<file path="config.mk">
export PLATFORM = sky130hd
export DESIGN_NAME = mem_access_ctrl
export DESIGN_NICKNAME = d
export VERILOG_FILES = /design/src/rtl/mem_access_ctrl.sv
export SDC_FILE = /design/constraint.sdc
export NUM_CORES = 1
export LEC_CHECK = 0
export CORE_AREA = 2 2 207 209
export DETAILED_ROUTE_END_ITERATION = 12
export DIE_AREA = 0 0 209 211
export PLACE_DENSITY_LB_ADDON = 0.3
export SKIP_CTS_REPAIR_TIMING = 1
export SLEW_MARGIN = 20
export SYNTH_ARGS = -nofsm -noshare
export SYNTH_HDL_FRONTEND = slang
export SYNTH_SLANG_ARGS = --single-unit
</file>
<file path="constraint.sdc">
create_clock -name clk -period 4.6 [get_ports clk]
set_input_delay 0.92 -clock clk [delete_from_list [all_inputs] [get_ports clk]]
set_output_delay 0.92 -clock clk [all_outputs]
set_load 0.02 [all_outputs]
</file>
<file path="src/rtl/mem_access_ctrl.sv">
// Data-memory access controller for a Y86-64 style pipeline.
// Decodes the memory class of an instruction, issues one request and reports completion.
module mem_access_ctrl #(
  parameter int unsigned ADDR_LIMIT = 1024,
  parameter int unsigned TIMEOUT    = 15
) (
  input  logic        clk,
  input  logic        reset,
  input  logic        start,
  input  logic [3:0]  icode,
  input  logic [63:0] valA,
  input  logic [63:0] valB,
  input  logic [63:0] valE,
  input  logic [63:0] valP,
  output logic        busy,
  output logic        done,
  output logic [63:0] valM,
  output logic        dmem_error,
  output logic        mem_req,
  output logic        mem_we,
  output logic [63:0] mem_addr,
  output logic [63:0] mem_wdata,
  input  logic        mem_ack,
  input  logic [63:0] mem_rdata
);

  localparam int unsigned DATA_W = 64;
  localparam int unsigned WAIT_W = 8;

  localparam logic [3:0] IC_RMMOVQ = 4'h4;
  localparam logic [3:0] IC_MRMOVQ = 4'h5;
  localparam logic [3:0] IC_CALL   = 4'h8;
  localparam logic [3:0] IC_RET    = 4'h9;
  localparam logic [3:0] IC_PUSHQ  = 4'hA;
  localparam logic [3:0] IC_POPQ   = 4'hB;

  typedef enum logic [1:0] {
    S_IDLE = 2'd0,
    S_REQ  = 2'd1,
    S_DONE = 2'd2
  } state_t;

  state_t              r_state;
  logic                r_busy;
  logic                r_done;
  logic                r_req;
  logic                r_we;
  logic                r_err;
  logic [DATA_W-1:0]   r_addr;
  logic [DATA_W-1:0]   r_wdata;
  logic [DATA_W-1:0]   r_valm;
  logic [WAIT_W-1:0]   r_wait;

  logic                w_is_rd;
  logic                w_is_wr;
  logic                w_is_mem;
  logic                w_bad;
  logic                w_timeout;
  logic [DATA_W-1:0]   w_addr;
  logic [DATA_W-1:0]   w_wdata;

  // Instruction decode: memory class, effective address and store data.
  always_comb begin
    w_is_rd = 1'b0;
    w_is_wr = 1'b0;
    w_addr  = valE;
    w_wdata = valA;
    case (icode)
      IC_RMMOVQ, IC_PUSHQ: w_is_wr = 1'b1;
      IC_CALL: begin
        w_is_wr = 1'b1;
        w_wdata = valP;
      end
      IC_MRMOVQ: w_is_rd = 1'b1;
      IC_POPQ, IC_RET: begin
        w_is_rd = 1'b1;
        w_addr  = valB;
      end
      default: ;
    endcase
  end

  assign w_is_mem  = w_is_rd | w_is_wr;
  assign w_bad     = w_is_mem && (w_addr >= DATA_W'(ADDR_LIMIT));
  // The current REQ cycle is the TIMEOUT-th one without an ack.
  assign w_timeout = (r_wait == WAIT_W'(TIMEOUT - 1));

  // Controller FSM with all outputs held in registers.
  always_ff @(posedge clk) begin
    if (reset) begin
      r_state <= S_IDLE;
      r_busy  <= 1'b0;
      r_done  <= 1'b0;
      r_req   <= 1'b0;
      r_we    <= 1'b0;
      r_err   <= 1'b0;
      r_addr  <= '0;
      r_wdata <= '0;
      r_valm  <= '0;
      r_wait  <= '0;
    end else begin
      r_done <= 1'b0;
      case (r_state)
        S_IDLE: begin
          if (start) begin
            r_addr  <= w_addr;
            r_wdata <= w_wdata;
            r_we    <= w_is_wr;
            r_err   <= w_bad;
            r_wait  <= '0;
            r_busy  <= 1'b1;
            if (w_is_mem && !w_bad) begin
              r_state <= S_REQ;
              r_req   <= 1'b1;
            end else begin
              r_state <= S_DONE;
              r_done  <= 1'b1;
            end
          end
        end
        S_REQ: begin
          // An ack in the timeout cycle still counts as a normal completion.
          if (mem_ack) begin
            r_req   <= 1'b0;
            r_state <= S_DONE;
            r_done  <= 1'b1;
            if (!r_we) begin
              r_valm <= mem_rdata;
            end
          end else if (w_timeout) begin
            r_req   <= 1'b0;
            r_err   <= 1'b1;
            r_state <= S_DONE;
            r_done  <= 1'b1;
          end else begin
            r_wait <= r_wait + WAIT_W'(1);
          end
        end
        S_DONE: begin
          r_state <= S_IDLE;
          r_busy  <= 1'b0;
        end
        default: begin
          r_state <= S_IDLE;
          r_busy  <= 1'b0;
          r_req   <= 1'b0;
        end
      endcase
    end
  end

  assign busy       = r_busy;
  assign done       = r_done;
  assign valM       = r_valm;
  assign dmem_error = r_err;
  assign mem_req    = r_req;
  assign mem_we     = r_we;
  assign mem_addr   = r_addr;
  assign mem_wdata  = r_wdata;

endmodule

</file>
==> results.txt, run 1 <==
The routed layout has 8902 vias. The number of antenna violations at the first check in global routing is 0. The fraction of met1 tracks used by global routing was 19.1%; the cell area power density was 323 nW/um^2. Global routing used 4.42% of the available met3 tracks. After synthesis, the netlist uses 42 different library cells. Counting along the longest clock path gives a buffer depth of 3. The count of port buffers added during placement is 524. The share of cells above drive strength 1 is 5.74%, and the chip height is 211 um.

The initial utilization of the core area, before any placement, comes to 21.2%. The count of boundary I/O pins was 525; the maximum fanout encountered on the critical timing path was 5. After detailed routing, the number of remaining DRC violations is 0. The tools report the yosys synthesis warning count as 0. The clock latency on the worst-skew pair was 540 ps; the number of global-route vias before repair was 8754. The floorplan step set the die width to 209 um. Buffers inserted during clock tree synthesis total 27.

Wires add up to 35800 um. In this run the worst hold path is classified as reg -> reg. For the total iterations of the first detailed-routing run, the log shows 4. The total power consumption of the routed design is 5000 uW, and the CTS sink count is 207.

Summing all multi-input logic gate instances after layout gives 4290 sq um. The worst path required time is 5020 ps. Total count of hold-check failures in the final report: 0. The standard-cell row count came out at 75.

The top-area cell type share of the netlist area was 46.8%; the share of the yosys chip area belonging to registers was 46.8%. In this run the cell area of the synthesized design comes to 8860 sq um. The floorplan core area is 41800 sq um.

The tools report the buffer type at the clock tree root as clkbuf_16. IR analysis of the VDD net gives a maximum drop of 0.193 mV. After global routing the overflow that remains totals 0. Compared with the post-synthesis result, the final layout area differs by 74.7%. The top achievable clock speed is 372 MHz.

Setup repair after global routing left no endpoint under its margin. Mean routed wirelength per cell: 17.7 um. In the final layout, flip-flops and latches occupy 4140 sq um.

The number of antenna diodes in the final layout is 0. The tools report the worst-case headroom to the max-slew limit as 30.0%. The number of filler instances in the final layout is 4254, and the number of max-cap violations is 0. The minimum clock period is 2690 ps.

The congestion estimate from routability-driven global placement came to 0.865. For this block, the initial DRC count from the detailed router was 421. The critical path is of the in -> reg type. met2 is the most crowded layer.

After detailed routing, the number of vias per cell comes to 4.40. Synthesis handed over a netlist of 970 instances. The measured slew at the worst slew-check pin was 1050 ps; the overall global routing resource usage was 15.4%. After synthesis the netlist holds a flip-flop and latch count of 207. In the post-synthesis netlist, the biggest area contributors are dfxtp_1, mux2i_1, a211oi_1, nor2_1, nand2_1. Summed over all failing endpoints, the final setup total negative slack is 0 ps. The static leakage power was 0.00564 uW. The run gives 103 as the pin count of the biggest net entering global routing. TritonCTS built the clock tree. For the residual antenna-violating net count after detailed routing, the log shows 0. The tools report the floorplan die area as 44100 sq um. The number of nets at the end of the flow is 1792, and the number of failing setup endpoints in the final timing report is 0. The total count of max-transition violations in the final report was 0. STA puts the critical path data arrival time at 3110 ps. The flow ran to the end, and the final reports show no timing, DRC or antenna violations. The wire-length estimate of the detail-placed layout is 27500 um.

The cell type contributing the most total cell area after synthesis was dfxtp_1. The worst setup path is launched from an input pin. Clock-pin slew was measured on the worst setup and hold paths at 60 ps.

The average instance in the mapped netlist occupies 9.14 sq um. Across the routed clock network, the largest skew measured is 11.3 ps. When the netlist entered floorplanning its net count stood at 1300. STA classifies the critical path endpoint as a flop. In the global route stage, met2 resource usage came out at 26.3%. The first global-routing pass estimated 52700 um of wire. The run gives 1 as the number of H-tree branching levels.

The post-route fraction of the period consumed by the critical path was 58.5%.
## cells by family after synthesis
kind of cell | share of synthesized area, %
simple gates | 16.3
flops | 46.8
compound gates | 16.2
mux | 14.6
buf+inv | 5.27
fa+ha+maj | 0.282
xor+xnor | 0.593
## final timing paths
kind	cells after the start	from	endpoint	slack, ps
setup reg to reg	5	r_state[0]	mem_addr[25]	2510
setup / recovery	6	valE[10]	done	1910
hold / removal	2	valM[14]	valM[14]	450
hold reg to reg	2	valM[14]	valM[14]	450
## cell type report
| cell class | count | share of cell area, % |
|---|---|---|
| clock buffers | 38 | 5.08 |
| clock inverters | 11 | 0.760 |
| inverters | 2 | 0.0485 |
| multi-input cells | 679 | 27.7 |
| flip-flops and latches | 207 | 26.8 |
| well taps | 539 | 4.36 |
| repair buffers | 545 | 35.3 |
## power breakdown
| group | total (uW) | switching (uW) | internal (uW) |
|---|---|---|---|
| clock network | 2120 | 823 | 1300 |
| registers | 1940 | 52.3 | 1890 |
| logic | 935 | 421 | 515 |
| total | 5000 | 1300 | 3700 |
## critical path, stage by stage
cell	delay, ps
clkdlybuf4s50_1	440
nor4_1	750
nand4_1	220
nor4_2	290
a21oi_2	130
o311a_1	350
## cell usage after synthesis (all sizes together)
master,n
a211oi,131
a21bo,1
a21boi,1
a21oi,72
and3,2
buf,50
clkbuf,32
dfxtp,207
ha,2
inv,2
mux2i,129
nand2,133
nand2b,3
nand3,3
nand3b,1
nand4,8
nand4b,1
nand4bb,1
nor2,142
nor3,4
nor3b,1
nor4,28
nor4b,1
nor4bb,1
o21ai,2
o21ba,1
o22ai,1
o311a,2
or2,1
or3,1
xnor2,3
xor2,3
## sequential cells by signal (all words and copies together) (netlist names)
name	flops
busy	1
dmem_error	1
done	1
mem_addr	64
mem_req	1
mem_wdata	64
mem_we	1
r_state	2
r_wait	8
valM	64
## metrics by stage
step                      hold slack [ps]  utilization (%)  cell area, sq um  std cells  worst slack (ps)
after detailed placement              445             34.9             14600       1972              1360
final                                 451             37.1             15500       2021              1910
after floorplan                       481                -              8860        970              2480
after global routing                  468             37.1             15500       2021              1840
after global placement                441             34.9             14600       1972              1450
after CTS                             454             37.1             15500       2021              1920
## cells in the final DEF, fill, tap and decap left out, types with 3 or more instances in the layout
master           instances
a211oi_1               129
a21oi_1                 71
buf_12                   5
buf_4                   16
clkbuf_1                 4
clkbuf_16               27
clkbuf_8                 7
clkdlybuf4s50_1        523
clkinv_2                 5
dfxtp_1                207
mux2i_1                129
nand2_1                133
nand3_1                  3
nand4_1                  8
nor2_1                 141
nor3_1                   4
nor4_1                  23
nor4_2                   5
xnor2_1                  3
xor2_1                   3
## routing by layer
metal | routed length (um) | vias up
met5 | 0 | -
met4 | 723 | 0
met3 | 2660 | 46
met2 | 17100 | 326
met1 | 15400 | 4079
li1 | - | 4451
Power figures use the tool's default switching activity.
==> run 2, diff against run 1 <==
- CORE_AREA: 2 2 207 209 -> 2 2 202 204
- DIE_AREA: 0 0 209 211 -> 0 0 204 206
- clock period: 4.6 -> 2.3 ns (I/O delays scaled with it)
==> results.txt, run 2 (same netlist as run 1, synthesis figures left out) <==
The number of global-route vias before repair is 8810 (was 8754), and the maximum fanout encountered on the critical timing path is 4 (was 5). Crit-path cells: clkdlybuf4s50_1 > nor4_1 > buf_4 > nand4_1 > nor3_1 > a21oi_2 > o311a_1 (was clkdlybuf4s50_1 > nor4_1 > nand4_1 > nor4_2 > a21oi_2 > o311a_1). The count of port buffers added during placement is 524 (unchanged). The floorplan core area was 40200 sq um (was 41800 sq um); the floorplan die area was 42000 sq um (was 44100 sq um).

Final worst hold slack: 329 ps (was 451 ps). The global-route wire length before repair came out at 50600 um (was 52700 um). The tools report the reg-to-reg endpoint as valM[59] (was mem_addr[25]).

Based on the critical path, the design can be clocked at up to 471 MHz. The total count of hold-check failures in the final report is 0 (unchanged). The CTS clock-pin slew for the worst setup and hold paths is 60 ps (about the same), and the highest cell delay on the worst timing path is 550 ps (was 750 ps).

The chip height was 206 um (was 211 um); the post-route standard cell area excluding fillers was 15900 sq um (was 15500 sq um). The final weighted congestion in routability-driven placement is 0.856 (was 0.865), and the number of failing setup endpoints in the final timing report is 0 (unchanged). The type of origin of the critical path was an input pin (unchanged). The tools report the count of boundary I/O pins as 525 (unchanged). The tools report the startpoint of the worst hold path as reset (was valM[14]). The share of cells above drive strength 1 is 8.87% (was 5.74%), and the final sum of negative setup slack is 0 ps (unchanged).

The effective utilization at floorplan was 22.1% (was 21.2%). Number of placed instances, taps included: 2022 (was 1972). The run gives 74 (was 75) as the standard-cell row count. The relative area change from synthesis to final layout is 79.4% (was 74.7%). Leading cell type in the layout, fill and taps excluded: clkdlybuf4s50_1 (unchanged).

For the antenna diode count, the log shows 0 (unchanged). The overall global routing resource usage was 15.5% (was 15.4%). Buffer type at the clock tree root: clkbuf_16 (unchanged). The logs give 207 (unchanged) for the CTS sink count and 18.9% (was 19.1%) for the fraction of met1 tracks used by global routing. TritonCTS built the clock tree. The total count of max-transition violations in the final report came out at 0 (unchanged). The slowest cell on the critical path was nor4_1 (unchanged). The number of buffers created by CTS was 24 (was 27); the post-route fraction of the period consumed by the critical path was 92.3%.

The critical path class was in -> reg (unchanged). Most frequent cells in the layout: clkdlybuf4s50_1, dfxtp_1, nor2_1 (unchanged). The detailed-placement wirelength estimate came out at 27600 um (was 27500 um). For the number of DRC markers after the initial detailed-route iteration, the log shows 355 (was 421). The flow ran to the end, and the final reports show no timing, DRC or antenna violations. The run gives 0 (unchanged) as the number of design rule violations left after detail routing.

The instance area after placement is 15100 sq um (was 14600 sq um). Startpoint of the most critical register-to-register path: r_state[1] (was r_state[0]). The logs give 9111 (was 8902) for the number of vias in the routed layout and 0 (unchanged) for the residual overflow from global routing. The worst-case headroom to the max-slew limit was 56.3% (was 30.0%); the number of max-cap violations was 0 (unchanged).

The cell area power density was 611 nW/um^2 (was 323 nW/um^2). Destination of the worst hold path: valM[55] (was valM[14]). The maximum root-to-sink buffer count was 3 (unchanged). The data arrival time at the worst-slack endpoint is 2530 ps (was 3110 ps), and the number of cells traversed by the worst hold path is 2 (unchanged). The mean routed wirelength per cell was 16.9 um (was 17.7 um). The endpoint class of the critical path was a flop (unchanged).

The run gives 580 ps (was 2510 ps) as the slack of the worst reg-to-reg path. The average vias per placed instance is 4.41 (was 4.40), and the static leakage power is 0.00591 uW (was 0.00564 uW). The tools report the number of non-filler instances in the completed layout as 2066 (was 2021). Class of the worst hold path: in -> reg (was reg -> reg). The worst IR drop on VDD is 0.424 mV (was 0.193 mV). The run gives 79 (was 103) as the pin count of the biggest net entering global routing.

The total iterations of the first detailed-routing run was 4 (unchanged). The clock latency on the worst-skew pair is 530 ps (was 540 ps). The number of antenna violations at the first check in global routing was 0 (unchanged).

The smallest clock period supported by the final layout is computed as 2120 ps. The die width is 204 um (was 209 um). The most used routing layer is met2 (unchanged).

The number of H-tree branching levels was 1 (unchanged); the largest clock skew in the final design was 9.85 ps (was 11.3 ps). Met2 track demand over resource: 25.9% (was 26.3%). The met3 routing resource usage after global routing was 3.93% (was 4.42%); the residual antenna-violating net count after detailed routing was 0 (unchanged). The number of nets at the end of the flow is 1846 (was 1792).

For the post-layout worst setup margin, the log shows 178 ps (was 1910 ps). The total wire length came out at 35000 um (was 35800 um). Setup repair after global routing left no endpoint under its margin. The measured slew at the worst slew-check pin was 655 ps (was 1050 ps); the worst path required time was 2710 ps (was 5020 ps). The count of cells along the worst register-to-register path is 4 (was 5), and the setup slack after placement is -367 ps (was 1360 ps).
## run 2: critical path, delay by kind of cell
family                 cells  cell delay (ps)
AO/OA/AOI/OAI              2              480
AND/OR/NAND/NOR            3              920
buffers and inverters      2              660
## run 2: final cells by class
type	instances	area [sq um]
Fill cell	4044	24300
Clock inverter	6	61.3
Clock buffer	38	754
Timing Repair Buffer	602	5980
Sequential cell	207	4140
Multi-Input combinational cell	679	4290
Tap cell	532	666
Inverter	2	7.51
## run 2: worst max path at each step
stage	cells past startpoint	endpoint	slack (ps)	start
floorplan	5	done	640	valE[27]
global placement	8	r_state[1]	-370	valE[58]
detailed placement	8	r_state[1]	-370	valE[20]
CTS	1	mem_we	160	mem_we
global route	8	done	130	valE[20]
finish	7	done	180	valB[13]
## run 2: power by group
group	internal (uW)	switching (uW)
Sequential	3780	108
Clock	2350	1520
Combinational	1100	861
Total	7230	2490
## run 2: through the flow
stage                     power [uW]  util [%]
after floorplan                 4680         -
after global placement          5920      37.5
after detailed placement        5930      37.5
after CTS                       9880      39.6
after global routing           10200      39.6
final                           9720      39.6
## run 2: metal layers
| layer | vias to the layer above | wire length [um] | share of wire (%) |
|---|---|---|---|
| li1 | 4544 | - | - |
| met1 | 4140 | 14300 | 41 |
| met2 | 367 | 16300 | 47 |
| met3 | 60 | 2930 | 8.4 |
| met4 | 0 | 1390 | 4.0 |
| met5 | - | 0 | 0 |
